`config.mk`:
```
export PLATFORM = sky130hd
export DESIGN_NAME = shift_word_feeder
export DESIGN_NICKNAME = d
export VERILOG_FILES = /design/src/rtl/shift_word_feeder_pkg.sv /design/src/rtl/word_hold_buf.sv /design/src/rtl/shift_word_feeder.sv
export SDC_FILE = /design/constraint.sdc
export NUM_CORES = 1
export LEC_CHECK = 0
export BUFFER_PORTS_ARGS = -buffer_cell sky130_fd_sc_hd__clkbuf_2
export CORE_UTILIZATION = 36
export DETAILED_ROUTE_END_ITERATION = 10
export PLACE_DENSITY = 0.64
export REMOVE_ABC_BUFFERS = 1
export SYNTH_ARGS = -nofsm -noshare
export SYNTH_HDL_FRONTEND = slang
export SYNTH_HIERARCHICAL = 1
export SYNTH_SLANG_ARGS = --single-unit
```
`constraint.sdc`:
```
create_clock -name clk -period 2.9 [get_ports clk]
set_input_delay 0.145 -clock clk [delete_from_list [all_inputs] [get_ports clk]]
set_output_delay 0.145 -clock clk [all_outputs]
set_load 0.005 [all_outputs]
```
`src/rtl/shift_word_feeder_pkg.sv`:
```
// Shared definitions for the serial word feeder: FSM encodings, default word width
// and counter sizing helpers.
package shift_word_feeder_pkg;

    localparam int DEFAULT_WIDTH = 8;
    localparam int GAP_CNT_W     = 4;

    typedef enum logic [1:0] {
        FSM_IDLE  = 2'd0,
        FSM_SHIFT = 2'd1,
        FSM_GAP   = 2'd2
    } fsm_state_t;

    // Bit counter must cover 0..width-1; never collapse to zero bits.
    function automatic int cnt_width(input int width);
        return (width > 1) ? $clog2(width) : 1;
    endfunction

endpackage

```
`src/rtl/word_hold_buf.sv`:
```
// One-entry valid/ready holding register; ready depends only on its own fill state
// and reset, never on in_valid.
module word_hold_buf #(
    parameter int DW = 9
) (
    input  logic          clk,
    input  logic          rst,
    input  logic          in_valid,
    output logic          in_ready,
    input  logic [DW-1:0] in_data,
    input  logic          out_take,
    output logic          out_full,
    output logic [DW-1:0] out_data
);

    logic          full_reg;
    logic [DW-1:0] data_reg;

    assign in_ready = !full_reg && !rst;
    assign out_full = full_reg;
    assign out_data = data_reg;

    // Accept and take are mutually exclusive: a full buffer never shows ready.
    always_ff @(posedge clk) begin
        if (rst) begin
            full_reg <= 1'b0;
        end else if (in_valid && in_ready) begin
            full_reg <= 1'b1;
        end else if (out_take) begin
            full_reg <= 1'b0;
        end
    end

    always_ff @(posedge clk) begin
        if (in_valid && in_ready) begin
            data_reg <= in_data;
        end
    end

endmodule

```
`src/rtl/shift_word_feeder.sv`:
```
// Parallel-to-serial feeder: takes words over valid/ready and emits one bit per clock,
// MSB- or LSB-first per word, with optional idle gap cycles after each word.
module shift_word_feeder
    import shift_word_feeder_pkg::*;
#(
    parameter int WIDTH      = DEFAULT_WIDTH,
    parameter int GAP_CYCLES = 0
) (
    input  logic             clk,
    input  logic             rst,
    input  logic [WIDTH-1:0] data_in,
    input  logic             lsb_first,
    input  logic             data_valid,
    output logic             data_ready,
    output logic             ser_out,
    output logic             ser_dir,
    output logic             ser_en,
    output logic             busy,
    output logic             done
);

    localparam int                     CNT_W    = cnt_width(WIDTH);
    localparam logic [CNT_W-1:0]       LAST_BIT = CNT_W'(WIDTH - 1);
    localparam logic [GAP_CNT_W-1:0]   GAP_LAST = (GAP_CYCLES > 0) ?
                                                  GAP_CNT_W'(GAP_CYCLES - 1) : '0;

    fsm_state_t             state_reg, state_next;
    logic [WIDTH-1:0]       shreg_reg, shreg_next;
    logic                   dir_reg, dir_next;
    logic [CNT_W-1:0]       bit_cnt_reg, bit_cnt_next;
    logic [GAP_CNT_W-1:0]   gap_cnt_reg, gap_cnt_next;

    logic                   hold_full;
    logic                   hold_take;
    logic [WIDTH:0]         hold_data;
    logic                   load;
    logic [WIDTH-1:0]       shl;
    logic [WIDTH-1:0]       shr;

    word_hold_buf #(
        .DW(WIDTH + 1)
    ) u_hold (
        .clk      (clk),
        .rst      (rst),
        .in_valid (data_valid),
        .in_ready (data_ready),
        .in_data  ({lsb_first, data_in}),
        .out_take (hold_take),
        .out_full (hold_full),
        .out_data (hold_data)
    );

    // Shift toward the end being emitted: left for MSB-first, right for LSB-first.
    genvar gi;
    generate
        for (gi = 0; gi < WIDTH; gi++) begin : g_shift
            if (gi == 0) begin : g_lo
                assign shl[gi] = 1'b0;
            end else begin : g_lo_mid
                assign shl[gi] = shreg_reg[gi-1];
            end
            if (gi == WIDTH - 1) begin : g_hi
                assign shr[gi] = 1'b0;
            end else begin : g_hi_mid
                assign shr[gi] = shreg_reg[gi+1];
            end
        end
    endgenerate

    always_comb begin
        state_next   = state_reg;
        shreg_next   = shreg_reg;
        dir_next     = dir_reg;
        bit_cnt_next = bit_cnt_reg;
        gap_cnt_next = gap_cnt_reg;
        load         = 1'b0;

        case (state_reg)
            FSM_IDLE: begin
                if (hold_full) begin
                    load = 1'b1;
                end
            end
            FSM_SHIFT: begin
                shreg_next   = dir_reg ? shr : shl;
                bit_cnt_next = bit_cnt_reg + 1'b1;
                if (bit_cnt_reg == LAST_BIT) begin
                    if (GAP_CYCLES > 0) begin
                        state_next   = FSM_GAP;
                        gap_cnt_next = '0;
                    end else if (hold_full) begin
                        load = 1'b1;
                    end else begin
                        state_next = FSM_IDLE;
                    end
                end
            end
            FSM_GAP: begin
                gap_cnt_next = gap_cnt_reg + 1'b1;
                if (gap_cnt_reg == GAP_LAST) begin
                    if (hold_full) begin
                        load = 1'b1;
                    end else begin
                        state_next = FSM_IDLE;
                    end
                end
            end
            default: begin
                state_next = FSM_IDLE;
            end
        endcase

        // Loading overrides the shift and restarts the word at bit 0.
        if (load) begin
            state_next   = FSM_SHIFT;
            shreg_next   = hold_data[WIDTH-1:0];
            dir_next     = hold_data[WIDTH];
            bit_cnt_next = '0;
        end
    end

    assign hold_take = load;

    always_ff @(posedge clk) begin
        if (rst) begin
            state_reg   <= FSM_IDLE;
            shreg_reg   <= '0;
            dir_reg     <= 1'b0;
            bit_cnt_reg <= '0;
            gap_cnt_reg <= '0;
        end else begin
            state_reg   <= state_next;
            shreg_reg   <= shreg_next;
            dir_reg     <= dir_next;
            bit_cnt_reg <= bit_cnt_next;
            gap_cnt_reg <= gap_cnt_next;
        end
    end

    assign ser_en  = (state_reg == FSM_SHIFT);
    assign ser_out = ser_en & (dir_reg ? shreg_reg[0] : shreg_reg[WIDTH-1]);
    assign ser_dir = dir_reg;
    assign done    = ser_en && (bit_cnt_reg == LAST_BIT);
    assign busy    = (state_reg != FSM_IDLE) || hold_full;

endmodule
```
==> flow_summary_export.csv, run 1 <==
group,metric,value,unit
run_status,status,"finished, violations left",
run_status,violations,"DRC",
synthesis,ys_warn_count,6,
routing,firstDrtPassIters,7,
setup_path,worst_r2r_endpoint,"u_hold/out_data[8]",
setup_path,critical_path_class,"flip-flop to output pin",
pwr,internal-power,459.0,uW
clock_tree,post_cts.repair.setup_buffers,0,
finish,mostFrequentLayoutCell,"sky130_fd_sc_hd__clkbuf_2",
routing,route.antenna.remaining_nets,0,
pwr,power.share.sequential,62.4,%
synthesis,synth_cells,94,
global_routing,total_track_usage,14.36,%
global_routing,grt_overflow,0,
finish,antenna_cells_inserted,0,
synthesis,postSynthRegisterBits,23,
finish,regArea,550.5,sq um
clock_tree,clock_insertion_delay_worst_skew,0.30,ns
timing,finalCritPeriodShare,55.41,%
setup_path,worst-endpoint-required,2.76,ns
finish,final_cell_mix,"sky130_fd_sc_hd__clkbuf_2, sky130_fd_sc_hd__mux2i_1, sky130_fd_sc_hd__dfxtp_1",
routing,routed_wirelength,1.984,mm
pwr,pwr-share-clk,23.5,%
finish,flip_flop_count_of_the_largest_register_all_copies_and_words_added,9,
floorplanning,num_io_pins,18,
setup_path,worstSetupEndpointType,"output pin",
pwr,p_per_area,473.1,mW/mm^2
clock_tree,clock_sink_count,23,
placed_design,gp_congestion,0.7043,
pwr,leakage,0.0004743,uW
global_routing,grt_pass1_vias,755,
pwr,p_comb_share,14.0,%
finish,post_route_cells_drive_above_1_share,27.35,%
worst_hold_path,hp-start,"data_valid",
floorplanning,die_height,57.18,um
timing,max-slew-margin-rel,49.80,%
floorplanning,width_of_the_die,57.18,um
timing,tns,0,ns
setup_path,regToRegSetupSlack,1.31,ns
pwr,power.ir.vdd_worst,0.1880,mV
synthesis,netlist-cell-type-count,31,
floorplanning,fp.coreArea,0.002829,sq mm
timing,timing.clock.skew,0.003284,ns
timing,timing.fmax,0.6223,GHz
finish,multi_input_logic_area,501.7,sq um
timing,timing.final.setup_violations,0,
timing,setup_repair_after_global_routing_missed_its_margin,"no",
worst_hold_path,min_to,"u_hold/out_full",
synthesis,synth_enable_flop_cells,9,
timing,slew_at_the_pin_closest_to_its_max_slew_limit,0.7519,ns
synthesis,synth.cell_area,0.001096,sq mm
job,cap_viol_max_count,0,
floorplanning,placement_rows,19,
pwr,p_sw_share,25.22,%
routing,detail_route.drc_violations,2,
timing,hold-worst-slack,0.08903,ns
setup_path,worstPathMaxFanout,18,
routing,viasPerCell,5.176,
clock_tree,htreeDepth,1,
finish,area_growth_syn_to_layout,18.38,%
routing,drtIter0Drc,8,
clock_tree,clkTransAtPathRegs,0.12,ns
global_routing,grt_max_degree,19,
finish,design.final.nets,132,
setup_path,arrival,1.46,ns
worst_hold_path,whs_path_depth,3,
placed_design,hpwlAfterDp,1.365,mm
setup_path,critical_path.startpoint_type,"flip-flop",
clock_tree,tritoncts.num_buffers,3,
global_routing,initial_antenna_violation_count,0,
floorplanning,initial_core_util,38.74,%
timing,period_minus_slack,1.607,ns
routing,num_vias,766,
setup_path,reg2reg_from,"u_hold/out_full",
global_routing,first_pass_grt_wire_length,3.484,mm
clock_tree,cts_root_buf,"sky130_fd_sc_hd__clkbuf_4",
synthesis,ys_dominant_reg_cell,"sky130_fd_sc_hd__dfxtp_1",
synthesis,seq_area_frac_synth,50.23,%
synthesis,post_synthesis_area_per_instance,11.66,sq um
setup_path,worst_r2r_path_depth,2,
finish,final.fill_count,264,
clock_tree,clock_tree.buffer_depth,2,
floorplanning,die_outline_area,0.003269,sq mm
worst_hold_path,hold_path_class,"primary input to flip-flop",
synthesis,postSynth.asyncResetShare,0,%
clock_tree,total_of_cells_resized_after_clock_tree_synthesis,0,
pwr,power.switching,154.8,uW
timing,timing_max_transition_violations_final,0,
timing,final-hold-violation-count,0,
clock_tree,cts_tree,"yes",
placed_design,place.port_buffers,17,
routing,route.detailed.wl_per_inst,13.41,um
power groups by stage:
stage	sequential (uW)	clock, uW	combinational, uW
after floorplan	383	0	54.1
after global placement	390	0	75.2
after detailed placement	391	0	78.1
after CTS	383	153	85.5
after global routing	387	173	96.2
final	383	144	86.2
cell type report:
class / count / share of cell area [%]
clock buffers: 3 / 1.736
inverters: 1 / 0.2893
flip-flops and latches: 23 / 42.43
multi-input cells: 63 / 38.67
clock inverters: 1 / 0.3857
repair buffers: 26 / 13.50
well taps: 31 / 2.989
what timing repair did:
item,CTS,global route
hold endpoints to repair,7,2
setup endpoints to repair,0,0
hold buffers,7,2
per-stage QoR:
stage               util [%]  power [uW]  cell area [sq um]  setup slack (ns)  instances
finish                 45.86       613.9               1297             1.293        148
global route           45.86       656.4               1297             1.191        148
CTS                    45.16       622.1               1277             1.278        146
detailed placement     41.71       468.6               1180             1.312        135
global placement       41.71       465.3               1180             1.354        135
floorplan                  -       437.3               1056             1.528         87
routing by layer:
metal  share of wire [%]  track usage, %
met1                  47           18.10
met2                  48           22.52
met3                 3.4           4.082
met4                 1.2           7.317
met5                   0               0
cells by family after synthesis:
logic type	after synthesis	synth area share, %
and+or+nand+nor	31	17.92
buffers and inverters	8	3.995
muxes	15	13.70
xor gates and xnor gates	1	0.7992
AOI/OAI and AO/OA	14	11.07
DFF	23	50.23
adders and majority gates	2	2.283
critical path: stages (launching register included):
cell	delay, ns
sky130_fd_sc_hd__dfxtp_1	0.83
sky130_fd_sc_hd__or2_2	0.22
sky130_fd_sc_hd__clkbuf_2	0.10
synthesized netlist by cell type, drive strengths merged, types with 2 or more instances:
| cell type | n | area share (%) |
|---|---|---|
| a2111oi | 2 | 2.7 |
| ha | 2 | 2.3 |
| nand3b | 7 | 4.8 |
| nand2 | 2 | 0.91 |
| a211oi | 2 | 1.4 |
| nand2b | 4 | 2.3 |
| dfxtp | 14 | 26 |
| or2 | 2 | 1.1 |
| nor2b | 3 | 1.7 |
| mux2i | 15 | 14 |
| nor2 | 4 | 1.8 |
| a21oi | 3 | 1.7 |
| clkbuf | 2 | 0.69 |
| edfxtp | 9 | 25 |
| buf | 5 | 3.0 |
| o221ai | 6 | 4.8 |
| and2 | 4 | 2.6 |
| nor3 | 3 | 1.4 |
worst max-delay path by stage:
stage	end	slack (ns)	from	cells past startpoint
finish	busy	1.29	u_hold/out_full	2
global route	busy	1.19	u_hold/out_full	2
CTS	busy	1.28	u_hold/out_full	2
detailed placement	u_hold/out_data[6]	1.31	u_hold/out_full	2
global placement	u_hold/out_data[6]	1.35	u_hold/out_full	2
floorplan	shreg_reg[0]	1.53	u_hold/out_full	3
(Power assumes the default switching activity.)
==> inputs of run 2 (changes only) <==
--- a/config.mk
+++ b/config.mk
@@ -8,7 +8,7 @@
 export BUFFER_PORTS_ARGS = -buffer_cell sky130_fd_sc_hd__clkbuf_2
 export CORE_UTILIZATION = 36
 export DETAILED_ROUTE_END_ITERATION = 10
-export PLACE_DENSITY = 0.64
+export PLACE_DENSITY = 0.66
 export REMOVE_ABC_BUFFERS = 1
 export SYNTH_ARGS = -nofsm -noshare
 export SYNTH_HDL_FRONTEND = slang
==> constraint.sdc (replaced) <==
create_clock -name clk -period 1.3 [get_ports clk]
set_input_delay 0.065 -clock clk [delete_from_list [all_inputs] [get_ports clk]]
set_output_delay 0.065 -clock clk [all_outputs]
set_load 0.005 [all_outputs]
==> run 2 against run 1 <==
The flow finishes with violations (setup timing). Via count up 8.4%. Register-to-register slack lost 1.3 ns. Global-route usage is 0.28 points higher. Clock power grew 140%. Largest cell class is now multi-input combinational cells. Total power up 140%. Hold slack lost 0.015 ns. Critical path type is now flip-flop to flip-flop.
==> flow_summary_export.csv, run 2 (synthesis results as in run 1) <==
group,metric,value,unit
run_status,status,"finished, violations left",
run_status,violations,"setup timing",
setup_path,critical_path.startpoint_type,"flip-flop",
setup_path,critical_path_class,"flip-flop to flip-flop",
routing,route.detailed.wl_per_inst,14.09,um
routing,met2_wirelength,1.140,mm
routing,firstDrtPassIters,4,
finish,area_growth_syn_to_layout,35.84,%
global_routing,grt_max_degree,14,
routing,route.antenna.remaining_nets,0,
global_routing,grt_pass1_vias,824,
timing,hold-worst-slack,0.07382,ns
timing,slew_at_the_pin_closest_to_its_max_slew_limit,0.4289,ns
routing,drtIter0Drc,23,
clock_tree,clkTransAtPathRegs,0.14,ns
placed_design,hpwlAfterDp,1.414,mm
global_routing,grt_overflow,0,
job,cap_viol_max_count,0,
timing,finalCritPeriodShare,101.9,%
setup_path,critical-path-top-delay-family,"flip-flops",
timing,timing_max_transition_violations_final,0,
timing,final-hold-violation-count,0,
finish,mostFrequentLayoutCell,"sky130_fd_sc_hd__clkbuf_2",
clock_tree,cts_root_buf,"sky130_fd_sc_hd__clkbuf_4",
clock_tree,htreeDepth,1,
finish,flip_flop_count_of_the_largest_register_all_copies_and_words_added,9,
routing,dr.max_layer_used,"met4",
worst_hold_path,hold_path_class,"primary input to flip-flop",
routing,routed_wirelength,2.255,mm
clock_tree,cts_tree,"yes",
routing,detail_route.drc_violations,0,
clock_tree,clock_insertion_delay_worst_skew,0.32,ns
floorplanning,fp.coreArea,0.002829,sq mm
floorplanning,placement_rows,19,
floorplanning,die_outline_area,0.003269,sq mm
setup_path,worstPathMaxFanout,5,
placed_design,gp_congestion,0.7591,
timing,timing.fmax,0.7552,GHz
worst_hold_path,hp-start,"rst",
setup_path,arrival,1.56,ns
global_routing,initial_antenna_violation_count,0,
setup_path,worstPathBufferInverterCount,0,
setup_path,crit_path_max_incr_delay,0.37,ns
setup_path,critical-path-top-cell-by-count,"sky130_fd_sc_hd__ha_4",
pwr,total_power,1469,uW
setup_path,crit_path_cell_trace,"ha_4 > ha_4 > nand2_4 > and2_4 > a2111oi_4",
global_routing,total_track_usage,14.64,%
timing,tns,-0.08891,ns
routing,route.met3.wl,54,um
timing,final_worst_setup_slack,-0.02410,ns
pwr,leakage,0.0005539,uW
clock_tree,clock_tree.buffer_depth,2,
clock_tree,tritoncts.num_buffers,3,
routing,viasPerCell,5.188,
finish,antenna_cells_inserted,0,
floorplanning,width_of_the_die,57.18,um
setup_path,worst-endpoint-required,1.54,ns
pwr,p_per_area,986.7,mW/mm^2
timing,timing.final.setup_violations,7,
setup_path,worst_r2r_endpoint,"shreg_reg[7]",
pwr,power.ir.vdd_worst,0.5465,mV
floorplanning,die_height,57.18,um
placed_design,place.port_buffers,17,
timing,timing.clock.skew,0.007188,ns
setup_path,worstSetupEndpointType,"flip-flop",
worst_hold_path,whs_path_depth,2,
setup_path,reg2reg_from,"bit_cnt_reg[0]",
timing,period_minus_slack,1.324,ns
setup_path,critPathSlowestCell,"sky130_fd_sc_hd__dfxtp_2",
routing,num_vias,830,
setup_path,regToRegSetupSlack,-0.02,ns
setup_path,critical_path_depth,5,
finish,post_route_cells_drive_above_1_share,41.86,%
timing,max-slew-margin-rel,71.23,%
timing,setup_repair_after_global_routing_missed_its_margin,"yes",
setup_path,worst_r2r_path_depth,5,
finish,final.fill_count,245,
finish,final_core_utilization,52.63,%
floorplanning,initial_core_util,38.74,%
clock_tree,clock_sink_count,23,
routing,length_of_routed_wiring_on_met1,1.016,mm
floorplanning,num_io_pins,18,
finish,design.final.nets,144,
global_routing,first_pass_grt_wire_length,3.622,mm
finish,final_cell_mix,"sky130_fd_sc_hd__clkbuf_2, sky130_fd_sc_hd__mux2i_1, sky130_fd_sc_hd__dlygate4sd3_1",
worst_hold_path,min_to,"u_hold/out_full",
[run 2: cell count changes in the layout (fill, tap and decap cells not counted), moves of 2 or more]
cell,change
sky130_fd_sc_hd__dfxtp_2,+5
sky130_fd_sc_hd__a2111oi_4,+2
sky130_fd_sc_hd__a2111oi_2,-2
sky130_fd_sc_hd__buf_4,+9
sky130_fd_sc_hd__dfxtp_1,-5
sky130_fd_sc_hd__ha_1,-2
sky130_fd_sc_hd__o221ai_2,+3
sky130_fd_sc_hd__o221ai_1,-3
sky130_fd_sc_hd__ha_4,+2
[run 2: final cells by class]
| type | instances | area, sq um | area share, % |
|---|---|---|---|
| clock buffer | 3 | 22.52 | 1.513 |
| inverter | 1 | 3.754 | 0.2521 |
| clock inverter | 1 | 5.005 | 0.3361 |
| sequential | 23 | 556.8 | 37.39 |
| tap | 31 | 38.79 | 2.605 |
| timing repair buffer | 38 | 284.0 | 19.08 |
| multi-input combinational | 63 | 578.1 | 38.82 |
[run 2: per-stage QoR]
stage,instances,area [sq um],setup WS (ns)
2_1_floorplan,87,1056,-0.07232
3_3_place_gp,144,1260,-0.03972
3_5_place_dp,144,1260,-0.07805
4_1_cts,158,1420,-0.01551
5_1_grt,160,1489,-0.09403
6_report,160,1489,-0.02410
[run 2: repair_timing]
action,in CTS,in global routing
hold endpoints to repair,10,0
pin swaps,4,8
buffers inserted,0,2
hold buffers,10,0
resized for setup,9,8
setup endpoints to repair,11,11
[run 2: how the worst max path moves through the flow]
| stage | start | end | slack [ns] |
|---|---|---|---|
| floorplan | u_hold/out_full | shreg_reg[0] | -0.07 |
| global route | bit_cnt_reg[0] | shreg_reg[7] | -0.09 |
| global placement | bit_cnt_reg[0] | shreg_reg[0] | -0.04 |
| detailed placement | bit_cnt_reg[0] | shreg_reg[3] | -0.08 |
| CTS | bit_cnt_reg[1] | done | -0.02 |
| finish | bit_cnt_reg[0] | shreg_reg[7] | -0.02 |
[run 2: routing by layer]
metal	GRT usage, %	up-vias
li1	-	417
met1	17.36	394
met2	25.21	15
met3	2.268	4
met4	8.362	0
met5	0	-
[run 2: report_power, final]
part,switching [uW],leakage [uW],internal (uW)
Clock,235,0.0000177,115
Sequential,42.9,0.000200,798
Combinational,122,0.000336,156
Total,400,0.000554,1070
[run 2: worst register-to-register path: cells and delay by family, from the launching register on]
kind / cells / cell delay [ns]
DFF: 1 / 0.37
adders and majority gates: 2 / 0.29
AOI/OAI and AO/OA: 1 / 0.34
and+or+nand+nor: 2 / 0.25
